[src/rtl/branch_predictor.sv]
// Bimodal/gshare branch predictor with a direct-mapped BTB.
// Same-cycle lookup for fetch, trained one cycle later from decode resolution.
module bp_entry #(
  parameter int          TAG_W    = 12,
  parameter int          ADDR_W   = 16,
  parameter logic [1:0]  CTR_INIT = 2'b01
) (
  input  logic              clk,
  input  logic              rst,
  input  logic              btb_we,
  input  logic [TAG_W-1:0]  wr_tag,
  input  logic [ADDR_W-1:0] wr_tgt,
  input  logic              ctr_we,
  input  logic              ctr_inc,
  output logic              vld,
  output logic [TAG_W-1:0]  tag,
  output logic [ADDR_W-1:0] tgt,
  output logic [1:0]        ctr
);
  always_ff @(posedge clk or posedge rst) begin
    if (rst) begin
      vld <= 1'b0;
      tag <= '0;
      tgt <= '0;
    end else if (btb_we) begin
      vld <= 1'b1;
      tag <= wr_tag;
      tgt <= wr_tgt;
    end
  end

  // 2-bit saturating counter
  always_ff @(posedge clk or posedge rst) begin
    if (rst)
      ctr <= CTR_INIT;
    else if (ctr_we) begin
      if (ctr_inc && ctr != 2'b11)       ctr <= ctr + 2'd1;
      else if (!ctr_inc && ctr != 2'b00) ctr <= ctr - 2'd1;
    end
  end
endmodule

module branch_predictor #(
  parameter int         ADDR_W   = 16,
  parameter int         INDEX_W  = 3,
  parameter int         GHR_W    = 3,
  parameter int         GSHARE   = 0,
  parameter logic [1:0] CTR_INIT = 2'b01
) (
  input  logic              clk,
  input  logic              rst,
  input  logic [ADDR_W-1:0] lookup_pc,
  output logic              pred_hit,
  output logic              pred_taken,
  output logic [ADDR_W-1:0] pred_target,
  output logic [GHR_W-1:0]  pred_ghr,
  input  logic              upd_en,
  input  logic [ADDR_W-1:0] upd_pc,
  input  logic              upd_taken,
  input  logic [ADDR_W-1:0] upd_target,
  input  logic [GHR_W-1:0]  upd_ghr,
  input  logic              upd_pred_taken,
  input  logic [ADDR_W-1:0] upd_pred_target,
  output logic              mispredict,
  input  logic              stat_clr,
  output logic [15:0]       branch_cnt,
  output logic [15:0]       mispredict_cnt
);
  localparam int TAG_W = ADDR_W - 1 - INDEX_W;
  localparam int N     = 1 << INDEX_W;

  logic [N-1:0]             vld;
  logic [N-1:0][TAG_W-1:0]  tag;
  logic [N-1:0][ADDR_W-1:0] tgt;
  logic [N-1:0][1:0]        ctr;
  logic [GHR_W-1:0]         ghr;
  logic [INDEX_W-1:0]       lk_bi, lk_ci, upd_bi, upd_ci;
  logic                     unused_pc0;

  // History is left-aligned into the index so short histories hit the MSBs.
  function automatic logic [INDEX_W-1:0] cidx(input logic [ADDR_W-1:0] pc,
                                               input logic [GHR_W-1:0]  h);
    logic [INDEX_W-1:0] hp;
    hp = INDEX_W'(h) << (INDEX_W - GHR_W);
    return (GSHARE != 0) ? (pc[INDEX_W:1] ^ hp) : pc[INDEX_W:1];
  endfunction

  assign lk_bi      = lookup_pc[INDEX_W:1];
  assign lk_ci      = cidx(lookup_pc, ghr);
  assign upd_bi     = upd_pc[INDEX_W:1];
  assign upd_ci     = cidx(upd_pc, upd_ghr);
  assign unused_pc0 = upd_pc[0];

  for (genvar i = 0; i < N; i++) begin : g_ent
    bp_entry #(.TAG_W(TAG_W), .ADDR_W(ADDR_W), .CTR_INIT(CTR_INIT)) u_ent (
      .clk     (clk),
      .rst     (rst),
      .btb_we  (upd_en & upd_taken & (upd_bi == INDEX_W'(i))),
      .wr_tag  (upd_pc[ADDR_W-1:INDEX_W+1]),
      .wr_tgt  (upd_target),
      .ctr_we  (upd_en & (upd_ci == INDEX_W'(i))),
      .ctr_inc (upd_taken),
      .vld     (vld[i]),
      .tag     (tag[i]),
      .tgt     (tgt[i]),
      .ctr     (ctr[i])
    );
  end

  assign pred_hit    = vld[lk_bi] && (tag[lk_bi] == lookup_pc[ADDR_W-1:INDEX_W+1]);
  assign pred_taken  = pred_hit & ctr[lk_ci][1];
  assign pred_target = pred_taken ? tgt[lk_bi] : lookup_pc + ADDR_W'(2);
  assign pred_ghr    = ghr;
  assign mispredict  = upd_en & ((upd_taken != upd_pred_taken) |
                                 (upd_taken & (upd_target != upd_pred_target)));

  // History is rebuilt from the branch's own fetch-time snapshot to undo wrong-path shifts.
  always_ff @(posedge clk or posedge rst) begin
    if (rst)         ghr <= '0;
    else if (upd_en) ghr <= GHR_W'({upd_ghr, upd_taken});
  end

  always_ff @(posedge clk or posedge rst) begin
    if (rst) begin
      branch_cnt     <= '0;
      mispredict_cnt <= '0;
    end else if (stat_clr) begin
      branch_cnt     <= '0;
      mispredict_cnt <= '0;
    end else if (upd_en) begin
      if (branch_cnt != 16'hFFFF)                  branch_cnt     <= branch_cnt + 16'd1;
      if (mispredict && mispredict_cnt != 16'hFFFF) mispredict_cnt <= mispredict_cnt + 16'd1;
    end
  end
endmodule

[config.mk]
export PLATFORM = sky130hd
export DESIGN_NAME = branch_predictor
export DESIGN_NICKNAME = d
export VERILOG_FILES = /design/src/rtl/branch_predictor.sv
export SDC_FILE = /design/constraint.sdc
export NUM_CORES = 1
export LEC_CHECK = 0
export CORE_MARGIN = 4
export CORE_UTILIZATION = 40
export DETAILED_ROUTE_END_ITERATION = 10
export PLACE_DENSITY = 0.6
export RECOVER_POWER = 100
export SLEW_MARGIN = 20
export SYNTH_ARGS = -nofsm -noshare
export SYNTH_HDL_FRONTEND = slang
export SYNTH_HIERARCHICAL = 1
export SYNTH_SLANG_ARGS = --single-unit
export TNS_END_PERCENT = 20
[constraint.sdc]
create_clock -name clk -period 4.65 [get_ports clk]
set_input_delay 0.465 -clock clk [delete_from_list [all_inputs] [get_ports clk]]
set_output_delay 0.465 -clock clk [all_outputs]
set_load 0.01 [all_outputs]
Word level (Yosys, flattened, before mapping)
Index checks and enable logic that the tools add are counted.
{"block": "classes", "addsub": 19, "n_mul": 0, "div_mod_pow": 0, "order_cmp": 1, "eq_ne": 20, "n_shift": 0, "n_mux": 31, "bitwise_logic": 21, "n_reduce_logical": 49}
{"cell": "16-bit 2-to-1 mux", "count": 8}
{"cell": "16-bit binary-select mux with 3-bit select", "count": 1}
{"cell": "2-bit nonzero test", "count": 19}
{"cell": "12-bit binary-select mux with 3-bit select", "count": 1}
{"cell": "2-bit 2-to-1 mux", "count": 17}
{"cell": "16-bit by 1-bit adder with 16-bit output, second input constant", "count": 2}
{"cell": "16-bit != test, second input constant", "count": 2}
{"cell": "1-bit bitwise AND", "count": 20}
{"cell": "2-bit AND reduction", "count": 10}
{"cell": "1-bit logical AND", "count": 18}
{"cell": "16-bit by 2-bit adder with 16-bit output, second input constant", "count": 1}
{"cell": "2-bit by 1-bit adder with 2-bit output, second input constant", "count": 8}
{"cell": "16-bit != test", "count": 1}
{"cell": "2-bit != test, second input constant", "count": 8}
{"cell": "2-bit by 1-bit subtractor with 2-bit output, second input constant", "count": 8}
{"cell": "12-bit == test", "count": 1}
{"cell": "3-bit == test, second input constant", "count": 4}
{"cell": "12-bit 2-to-1 mux", "count": 1}
{"cell": "2-bit binary-select mux with 3-bit select", "count": 1}
{"cell": "3-bit by 2-bit == test with 1-bit output, second input constant", "count": 2}
{"cell": "3-bit by 4-bit less-than comparator with 1-bit output, second input constant", "count": 1}
{"cell": "1-bit binary-select mux with 3-bit select", "count": 1}
{"cell": "3-bit by 1-bit == test with 1-bit output, second input constant", "count": 1}
{"cell": "3-bit logical NOT", "count": 1}
{"cell": "4 further kinds", "count": 4}
{"block": "word_totals", "regBits": 283, "latch_bits": 0, "ramBits": 0, "rom_bits": 0, "input_bits": 73, "output_inout_bits": 54, "wordCells": 176, "memories": 0}

Longest topological paths before layout
{"block": "depth", "word_depth": 8, "depth_mapped": 12, "depth_no_buf": 8}

Modules after synthesis
Netlist, hierarchy kept.
{"mod": "bp_entry", "instances": 8, "cells_each": 70, "area_per_inst_um2": 1208.7, "seq_area_each_um2": 777.0}
{"mod": "branch_predictor", "instances": 1, "cells_each": 453, "area_per_inst_um2": 4411.7, "seq_area_each_um2": 875.8}

Least setup slack after synthesis
No wires, ideal clock.
{"block": "synth_timing", "kind": "input -> output", "from": "input lookup_pc[3]", "to": "output pred_target[4]", "t_arrival_ps": 3022, "required_ps": 4185, "setup_slack_ps": 1163, "cell_stages": 11, "n_path_buf": 4, "path_cell_list": "buf_2 -> buf_6 -> buf_2 -> buf_4 -> mux2i_1 -> a221oi_1 -> xnor2_1 -> nand4_1 -> nor4_4 -> mux2_1 -> o221a_1"}
{"block": "synth_via", "elab_chain_cells": 6, "word_cells_on_any_way": 13, "classes_between": "add/sub (1); eq/ne (1); mux (9); bitwise (1); reduce/logical (1)"}
{"item": "start: declaration", "line": "52", "text": "input logic [ADDR_W-1:0] lookup_pc,"}
{"item": "12-bit binary-select mux with 3-bit select", "line": "110", "text": "assign pred_hit = vld[lk_bi] && (tag[lk_bi] == lookup_pc[ADDR_W-1:INDEX_W+1]);"}
{"item": "12-bit 2-to-1 mux (not written as such)", "line": "110"}
{"item": "12-bit == test", "line": "110"}
{"item": "1-bit logical AND", "line": "110"}
{"item": "1-bit bitwise AND", "line": "111", "text": "assign pred_taken = pred_hit & ctr[lk_ci][1];"}
{"item": "16-bit 2-to-1 mux *", "line": "112", "text": "assign pred_target = pred_taken ? tgt[lk_bi] : lookup_pc + ADDR_W'(2);"}
{"item": "end: declaration", "line": "55", "text": "output logic [ADDR_W-1:0] pred_target,"}
Every way passes the cells marked *; elsewhere a longest branch is shown, timed or not. The select of a mux whose other input is x is not followed.

Worst setup path in the final report
{"block": "layout_timing", "from": "input lookup_pc[3]", "to": "output pred_target[5]"}
The elaborated chain is that of the path after synthesis.

==> metrics.cfg <==
[cts]
cts_sinks = 283
cts_tree = done
cts.repair.resized = 0
cts_buffers = 34
cts_setup_buffers = 0
cts-root-buf = clkbuf_16
clk_latency_ns = 0.50
htreeDepth = 2
path_clk_slew_ns = 0.06
cts_hold_buf = 0
clockBufferDepth = 3

[sta]
worst_slack_ns = 0.290
min_period_over_period_pct = 93.8
timing.fmax_mhz = 229
tightest_slew_ns = 2.62
rsz0062_at_grt = no
finClkSkew_ns = 0.0108
relSlewSlack_pct = -74.7
post-route-min-period_ns = 4.36
timing.hold.ws_ns = 0.456
finalHoldViolCount = 0
setup_viol = 0
final_max_slew_viol_count = 413
finalSetupTns_ns = 0

[pwr]
pwr-share-seq_pct = 46.2
power.switching_mw = 1.77
p_sw_share_pct = 25.5
p_int_mw = 5.19
pwr-share-clk_pct = 36.3
p_total_mw = 6.96
comb_power_share_pct = 17.5
p_per_area_mw_per_mm2 = 422
ir_drop_mv = 0.253
p_leak_nw = 6.92

[worst_setup_path]
slowest_stage = dlygate4sd3_1
cp.arrival_ns = 3.90
cpPeakStageDelay_ns = 0.61
path_max_fanout = 32
path_cells = buf_2 > buf_12 > nand2b_1 > o22ai_1 > a221oi_1 > xnor2_1 > nand4_1 > nor4_2 > mux2_1 > o211a_1 > dlygate4sd3_1
critPathLaunchType = primary input
crit_buf_inv = 3
cp_top_family = buffers and inverters
crit_type = in2out
critPathRequiredTime_ns = 4.18
crit_path_end_kind = primary output

[global_routing]
grtUsageTotal_pct = 19.6
antenna_found_initial = 1
grt_max_degree = 36
overflow = 0
grt_pass1_wl_um = 58300
grt_pass1_vias = 9523

[yosys]
yosysWarnings = 6
synth_nets = 1089
syn_inst = 1013
yosys_register_bits = 283
avgSynthCellArea_um2 = 13.9
netlist_area_mm2 = 0.0141
synthDistinctLibCells = 53
ys_seq_area_share_pct = 50.4

[floorplanning]
chipHeight_um = 196
start_util_pct = 40.7
die_area_mm2 = 0.0383
die_width_um = 196
pin_count = 127
rows = 68
core_mm2 = 0.0346

[drt]
route.met3.wl_um = 2320
vias = 8813
drc = 0
routed_wl_um = 37000
ant_nets = 0
avgRoutedWirePerCell_um = 22.7
via_per_inst = 5.40
top_layer_used = met5
wl_met2_um = 16400
drtPass1Iterations = 5
drt_iter0_drc = 396
met1Wirelength_um = 17600

[layout]
design_area_mm2 = 0.0165
layout-drive-gt1-share_pct = 26.3
utilization_pct = 47.6
final_cell_mix = dfrtp_1 (275), mux2_2 (175), clkdlybuf4s50_1 (72)
final_common_cell = dfrtp_1
nets = 1229
area_growth_pct = 17.1
fin_cells = 1633

[place]
dpl_cell_area_mm2 = 0.0158
hpwl_um = 23700
port_buffers = 124
pre_cts_ws_ns = 0.207
globalplace.congestion = 0.834
dp.cells = 1572

[hold_path]
hp-class = reg2reg

[status]
status = finished, violations left
violations = max-capacitance violations, max-slew violations

[run]
drv_cap = 16

## layer usage
| metal | GRT usage (%) | vias up |
|---|---|---|
| met3 | 4.81 | 52 |
| met1 | 29.2 | 4564 |
| met4 | 4.37 | 2 |
| li1 | - | 3977 |
| met5 | 0 | - |
| met2 | 29.3 | 218 |
## synth_stat cells, drive strengths merged
cell type / count / area (µm²)
and2: 1 / 6.26
o211a: 1 / 10.0
buf: 41 / 343
mux4: 46 / 1040
nand3b: 1 / 7.51
xor2: 21 / 184
o21ai: 25 / 125
nor4: 3 / 33.8
a41oi: 1 / 8.76
nand4b: 1 / 8.76
nor2: 52 / 195
a221oi: 6 / 52.6
nor2b: 5 / 31.3
dfstp: 8 / 210
clkbuf: 11 / 41.3
a21oi: 25 / 125
o211ai: 1 / 7.51
a22o: 10 / 87.6
a22oi: 2 / 15.0
o31ai: 1 / 7.51
a21boi: 9 / 67.6
or2: 11 / 68.8
a21o: 8 / 60.1
and4: 4 / 35.0
o221a: 2 / 22.5
and3: 6 / 37.5
o2111ai: 1 / 8.76
nor3: 10 / 55.1
nand4: 13 / 81.3
mux2i: 52 / 521
nand3: 11 / 55.1
mux2: 237 / 2940
nand2b: 15 / 93.8
dfrtp: 275 / 6880
nand4bb: 1 / 11.3
o41a: 1 / 11.3
or3: 13 / 81.3
o22ai: 4 / 25.0
nand2: 23 / 86.3
ha: 3 / 37.5
xnor2: 34 / 298
inv: 18 / 67.6
## path summary, 6_finish.rpt
check | start | depth (start not counted) | slack [ns] | endpoint
hold reg to reg | g_ent[3].u_ent/vld | 1 | 0.46 | g_ent[3].u_ent/vld
min in group asynchronous | rst | 2 | 0.51 | g_ent[0].u_ent/ctr[1]
max in group asynchronous | rst | 3 | 1.54 | g_ent[1].u_ent/tgt[15]
setup / recovery | lookup_pc[3] | 11 | 0.29 | pred_target[5]
hold / removal | g_ent[3].u_ent/vld | 1 | 0.46 | g_ent[3].u_ent/vld
setup reg to reg | mispredict_cnt[4] | 8 | 2.11 | mispredict_cnt[12]
## power by group through the flow
stage / Clock (mW) / Sequential [mW] / Combinational (mW)
2_1_floorplan: 0 / 3.18 / 0.973
3_3_place_gp: 0 / 3.24 / 1.30
3_5_place_dp: 0 / 3.26 / 1.33
4_1_cts: 2.58 / 3.22 / 1.33
5_1_grt: 2.70 / 3.28 / 1.33
6_report: 2.53 / 3.22 / 1.22
## registers in the layout, summed over array words and instances, names as in the netlist
name / cells
g_ent.u_ent/tgt: 128
g_ent.u_ent/tag: 96
branch_cnt: 16
g_ent.u_ent/ctr: 16
mispredict_cnt: 16
g_ent.u_ent/vld: 8
pred_ghr: 3
## worst reg2reg max path: stages (launching register included)
cell and delay (ns):
dfrtp_1 0.43, nand4_1 0.23, nor2_1 0.23, and4_1 0.27, nand4_1 0.21, o2111ai_1 0.69, nor3_1 0.12, xnor2_1 0.19
nor2_1 0.05
## layout make-up
| cell class | count | area, µm² |
|---|---|---|
| Antenna cell | 1 | 2.50 |
| Clock buffer | 51 | 976 |
| Clock inverter | 9 | 78.8 |
| Fill cell | 3136 | 18100 |
| Inverter | 18 | 67.6 |
| Multi-Input combinational cell | 660 | 6310 |
| Sequential cell | 283 | 7090 |
| Tap cell | 455 | 569 |
| Timing Repair Buffer | 156 | 1400 |
## cells by family after synthesis
logic type | Yosys count | synth area share [%]
and+or+nand+nor | 170 | 6.31
buffers and inverters | 70 | 3.21
muxes | 335 | 31.9
DFF | 283 | 50.4
xor gates and xnor gates | 55 | 3.42
AOI/OAI and AO/OA | 97 | 4.51
adders and majority gates | 3 | 0.267
Power figures use the tool's default switching activity.
